### src/rtl/regfile_dump_reader.sv
// regfile_dump_reader
//   Walks the register file through one asynchronous read port after a
//   program halts. Each (index, value) pair is streamed over a valid/ready
//   interface, and a running checksum/count of emitted words is kept.
//
// Ports
//   clk, rst        clock; synchronous active-high reset
//   start           request a scan (only honoured while idle)
//   rd_addr/rd_data register-file read port (rd_addr is the scan index)
//   out_valid/out_ready/out_addr/out_data   word stream
//   busy            high while scanning or draining the last word
//   done            one-cycle pulse when the scan completes
//   checksum, count sum (mod 2^32) and number of emitted words
module regfile_dump_reader #(
    parameter int FIRST_REG = 0,
    parameter int LAST_REG  = 31,
    parameter int SKIP_ZERO = 0
) (
    input  logic        clk,
    input  logic        rst,
    input  logic        start,
    output logic [4:0]  rd_addr,
    input  logic [31:0] rd_data,
    output logic        out_valid,
    input  logic        out_ready,
    output logic [4:0]  out_addr,
    output logic [31:0] out_data,
    output logic        busy,
    output logic        done,
    output logic [31:0] checksum,
    output logic [5:0]  count
);

    localparam logic [1:0] S_IDLE  = 2'd0;
    localparam logic [1:0] S_SCAN  = 2'd1;
    localparam logic [1:0] S_DRAIN = 2'd2;

    localparam logic [4:0] FIRST_IDX = FIRST_REG[4:0];
    localparam logic [4:0] LAST_IDX  = LAST_REG[4:0];

    logic [1:0] state;
    logic [4:0] idx;
    logic       load;
    logic       emit;

    // The output slot can take a new word when it is empty or being consumed.
    assign load    = !out_valid || out_ready;
    assign emit    = (SKIP_ZERO == 0) || (rd_data != 32'h0);
    assign rd_addr = idx;

    always_ff @(posedge clk) begin
        if (rst) begin
            state     <= S_IDLE;
            idx       <= FIRST_IDX;
            out_valid <= 1'b0;
            out_addr  <= 5'd0;
            out_data  <= 32'h0;
            busy      <= 1'b0;
            done      <= 1'b0;
            checksum  <= 32'h0;
            count     <= 6'd0;
        end else begin
            done <= 1'b0;
            case (state)
                S_IDLE: begin
                    if (start) begin
                        state    <= S_SCAN;
                        busy     <= 1'b1;
                        idx      <= FIRST_IDX;
                        checksum <= 32'h0;
                        count    <= 6'd0;
                    end
                end
                S_SCAN: begin
                    if (load) begin
                        if (emit) begin
                            out_valid <= 1'b1;
                            out_addr  <= idx;
                            out_data  <= rd_data;
                            checksum  <= checksum + rd_data;
                            count     <= count + 6'd1;
                        end else begin
                            // Any held word was consumed this cycle, so the
                            // slot is simply emptied.
                            out_valid <= 1'b0;
                        end
                        if (idx == LAST_IDX) begin
                            state <= S_DRAIN;
                        end else begin
                            idx <= idx + 5'd1;
                        end
                    end
                end
                S_DRAIN: begin
                    // Wait for the final word to leave before signalling done.
                    if (load) begin
                        out_valid <= 1'b0;
                        done      <= 1'b1;
                        busy      <= 1'b0;
                        state     <= S_IDLE;
                        idx       <= FIRST_IDX;
                    end
                end
                default: begin
                    state     <= S_IDLE;
                    busy      <= 1'b0;
                    out_valid <= 1'b0;
                    idx       <= FIRST_IDX;
                end
            endcase
        end
    end

endmodule

### config.mk
export PLATFORM = sky130hd
export DESIGN_NAME = regfile_dump_reader
export DESIGN_NICKNAME = d
export VERILOG_FILES = /design/src/rtl/regfile_dump_reader.sv
export SDC_FILE = /design/constraint.sdc
export NUM_CORES = 1
export LEC_CHECK = 0
export CAP_MARGIN = 20
export CORE_UTILIZATION = 35
export DETAILED_ROUTE_END_ITERATION = 8
export GPL_TIMING_DRIVEN = 0
export PLACE_DENSITY = 0.68
export SLEW_MARGIN = 0
export SYNTH_ARGS = -nofsm -noshare
export SYNTH_HDL_FRONTEND = slang
export SYNTH_SLANG_ARGS = --single-unit
### constraint.sdc
create_clock -name clk -period 2.6 [get_ports clk]
set_input_delay 0.26 -clock clk [delete_from_list [all_inputs] [get_ports clk]]
set_output_delay 0.26 -clock clk [all_outputs]
set_load 0.02 [all_outputs]
# Word-level counts from Yosys, hierarchy flattened
# Index checks and enable logic that the tools add are counted.
[totals]
inputBits = 36
output_inout_bits = 83
ff_bits = 85
word_cells = 56
[classes]
n_reduce_logical = 11
n_mux = 22
eq_ne = 8
n_addsub = 3
bitwise_logic = 3
[ops]
columns = ["op", "count"]
rows = [
  ["$mux W32", 2],
  ["$pmux W32 S2", 1],
  ["$add A32 B32 Y32", 1],
  ["$mux W5", 4],
  ["$pmux W5 S3", 1],
  ["$mux W6", 2],
  ["$pmux W6 S2", 1],
  ["$ne A2 B2 Y1 const B", 5],
  ["$reduce_and A3 Y1", 3],
  ["$mux W2", 4],
  ["$reduce_and A4 Y1", 2],
  ["$add A6 B1 Y6 const B", 1],
  ["$pmux W1 S3", 2],
  ["$pmux W2 S3", 1],
  ["$add A5 B1 Y5 const B", 1],
  ["$eq A5 B5 Y1 const B", 1],
  ["$mux W1", 4],
  ["$not A1 Y1", 3],
  ["$eq A2 B1 Y1 const B", 1],
  ["$eq A2 B2 Y1 const B", 1],
  ["$logic_not A2 Y1", 1],
  ["$reduce_and A2 Y1", 1],
  ["$reduce_bool A2 Y1", 1],
  ["$reduce_or A2 Y1", 1],
  ["other kinds (2)", 2],
]

# Depth between registers and ports, before layout
[logic_depth]
word_depth = 4
mapped_depth = 12
mapped_depth_nobuf = 12

# Worst setup path before layout
# No wires, ideal clock.
[synth_path]
path_kind = "flip-flop to flip-flop"
startpoint = "register checksum[0]"
endpoint = "register checksum[20]"
t_arrival_ns = 2.596
synth_period_minus_slack_ns = 2.713
required_ns = 2.483
setup_time_ns = 0.117
path_slack_ns = -0.113
path_stages_with_launch = 13
cell_sequence = "dfxtp_1 -> ha_1 -> inv_1 -> fa_1 -> nand2b_1 -> a21oi_1 -> o311ai_1 -> a31oi_1 -> a311oi_1 -> o21ai_1 -> o21ai_1 -> xnor2_1 -> a22o_1"
[synth_between]
elab_chain_cells = 3
[synth_lines]
columns = ["item", "line_no", "rtl"]
rows = [
  ["start, declared", "30", "output logic [31:0] checksum,"],
  ["start signal, assigned", "80", "checksum <= checksum + rd_data;"],
  ["$add A32 B32 Y32", "80", ""],
  ["$mux W32", "75", "if (load) begin"],
  ["$pmux W32 S2", "64", "case (state)"],
]
# No other way between the ends. The select of a mux whose other input is x is not followed.
# A chain may end at the register's enable or synchronous reset.

# Worst setup path after layout
# Same ends and word-level chain as after synthesis.

==> results.cfg <==
[synth]
synth.yosys.seq_area_share_pct = 36.6
async_reset_ff_share_pct = 0
yosys_most_used_dff = dfxtp_1
synth_edf_count = 0
ys_types = 52
synth_area_mm2 = 0.00464
synth-seq-cells = 85
synth_cells = 589
synth_fp_nets = 660
yosysWarningCount = 0
synth.avg_cell_area_um2 = 7.89

[clock_network]
insertion_delay_ns = 0.35
hold_buffers = 0
cts.sinks = 85
path_clk_slew_ns = 0.06
htreeDepth = 3
numCtsBuffers = 9
cts_tree = built
cts_buffer_depth = 2
clockRootBuffer = clkbuf_16

[pwr]
switchingPower_w = 0.00114
combinationalPowerShare_pct = 26.1
seqPwrFrac_pct = 37.8
ir_drop_uv = 320
p_leak_nw = 2.70
powerDensity_mw_per_mm2 = 564
internal_power_w = 0.00267
clockPowerShare_pct = 36.1
swShare_pct = 29.9

[layout]
fillers = 1163
most-common-layout-cells = clkdlybuf4s50_1 (110), nand2_1 (108), dfxtp_1 (82)
final_common_cell = clkdlybuf4s50_1
diodes = 0
area_growth_pct = 45.4
fin_area_mm2 = 0.00675
finalNetCount = 800
layout-drive-gt1-share_pct = 9.26

[route]
antenna_left = 0
viasPerCell = 5.17
drc = 0
vias = 4688
drtIter0Drc = 261
wl_um = 14200
wl_per_cell_um = 15.7
dr.pass1.iters = 5

[sta]
clock_skew_ns = 0.00589
relSlewSlack_pct = 47.3
fin_crit_ns = 2.61
setup_ws_ns = -0.00879
slew_viol_final = 0
setup_violations = 1
clock.fmax_mhz = 383
tightest_slew_ns = 0.788
rsz0062_at_grt = true
finalCritPeriodShare_pct = 100
hold_viol_final = 0

[placement]
dp_hpwl_um = 10400
place_area_mm2 = 0.00607
place_congestion = 0.823
dpl_worst_slack_ns = -0.744
io_buffers = 118

[die]
die_area_mm2 = 0.0137
io_pins = 119
start_util_pct = 36.4
die_h_um = 117
num_rows = 41
die_w_um = 117
core_mm2 = 0.0128

[grt]
gr-usage-met2_pct = 35.6
antenna_found_initial = 0
grt_use_total_pct = 20.8
grt.busiest_layer = met2
grt_pass1_wl_um = 21900
gr-total-overflow = 0
grt_max_degree = 14
grtUsageMet3_pct = 3.71
use_met1_pct = 26.1
grt_pass1_vias = 4410

[run]
cap_violations = 0

[run_status]
failed_checks = setup timing
status = finished, violations left

[worst_hold_path]
holdCritPathClass = in2reg

[critical_path]
end_kind = register
arrival_ns = 2.85
worst-path-max-fanout = 3
path_class = reg2reg
cp.required_ns = 2.84
startpoint_type = register
[synth_stat cells, types with 3 or more instances]
library cell / number / area, um^2
a211oi_1: 3 / 22.5
a21o_1: 17 / 128
a21oi_1: 75 / 375
a22oi_1: 14 / 105
a311oi_1: 3 / 26.3
a31oi_1: 3 / 18.8
a32oi_1: 3 / 26.3
and2_1: 3 / 18.8
and3_1: 7 / 43.8
clkbuf_1: 31 / 116
dfxtp_1: 85 / 1700
ha_1: 34 / 425
inv_1: 10 / 37.5
nand2_1: 108 / 405
nand2b_1: 6 / 37.5
nand3_1: 8 / 40.0
nand4_1: 6 / 37.5
nor2_1: 57 / 214
nor2b_1: 4 / 25.0
nor3_1: 8 / 40.0
nor3b_1: 3 / 22.5
o21a_1: 3 / 22.5
o21ai_0: 3 / 15.0
o21ai_1: 24 / 120
o21bai_1: 3 / 22.5
or3_1: 3 / 18.8
xnor2_1: 15 / 131
xor2_1: 15 / 131
[final timing paths]
| path | slack, ns | cells past startpoint | endpoint | startpoint |
|---|---|---|---|---|
| min | 0.24 | 3 | out_data[0]$_SDFFE_PP0P_ | rd_data[0] |
| max | -0.009 | 12 | checksum[20]$_SDFFE_PP0P_ | checksum[0]$_SDFFE_PP0P_ |
| min reg2reg | 0.45 | 2 | out_data[21]$_SDFFE_PP0P_ | out_data[21]$_SDFFE_PP0P_ |
| max reg2reg | -0.009 | 12 | checksum[20]$_SDFFE_PP0P_ | checksum[0]$_SDFFE_PP0P_ |
[worst max-delay path, cell delays in order, from the launching register on]
cell	delay [ns]
dfxtp_4	0.37
ha_4	0.15
inv_2	0.04
fa_2	0.36
nand2b_4	0.16
a21oi_4	0.18
o311ai_4	0.14
a31oi_4	0.28
a311oi_2	0.17
o21ai_2	0.22
o21ai_1	0.11
xnor2_1	0.14
a22o_1	0.18
[area by class of cell]
| cell class | count | area, um^2 | share of cell area (%) |
|---|---|---|---|
| multi-input cells | 462 | 3060 | 45.3 |
| clock inverters | 2 | 38.8 | 0.574 |
| well taps | 172 | 215 | 3.19 |
| inverters | 10 | 37.5 | 0.556 |
| flip-flops and latches | 85 | 1710 | 25.3 |
| clock buffers | 14 | 284 | 4.21 |
| repair buffers | 130 | 1290 | 19.2 |
| plain buffers | 31 | 116 | 1.72 |
[metrics by stage]
stage               utilization [%]  power, W  instances  hold WS, ns  TNS [ns]
floorplan                         -   0.00203        589        0.396         0
global placement               47.5   0.00235        879        0.441     -7.06
detailed placement             47.5   0.00237        879        0.447     -7.40
CTS                            51.5   0.00379        903        0.455         0
global route                   52.9   0.00399        906        0.262    -0.200
finish                         52.9   0.00381        906        0.242  -0.00879
[repair_timing]
| item | in CTS | in global routing |
|---|---|---|
| pin swaps | 11 | 17 |
| endpoints found under the setup margin | 10 | 10 |
| setup buffers | 9 | 3 |
| gates resized for setup | 19 | 28 |
[flip-flops by register name (all words and copies together) (netlist names)]
name	flops
busy	1
rd_addr	5
count	6
done	1
state	2
out_valid	1
checksum	32
out_addr	5
out_data	32
[cells by family after synthesis]
family | synth area share, %
and+or+nand+nor | 20.9
buffers and inverters | 3.39
DFF | 36.6
xor gates and xnor gates | 5.66
muxes | 0.431
adders and majority gates | 9.59
AOI/OAI and AO/OA | 23.4
[metal layers]
layer	vias to the layer above	share of wire, %
met2	139	49
met4	0	1.7
met3	18	5.1
met1	2187	45
met5	-	0
li1	2344	-
[power groups by stage]
stage	Sequential (W)	Combinational (W)	Clock [W]
final	0.00144	0.000995	0.00137
after global routing	0.00145	0.00108	0.00146
after CTS	0.00144	0.000956	0.00140
after detailed placement	0.00146	0.000910	0
after global placement	0.00146	0.000897	0
after floorplan	0.00154	0.000486	0
Note: power is estimated with default switching activity, not from simulation.
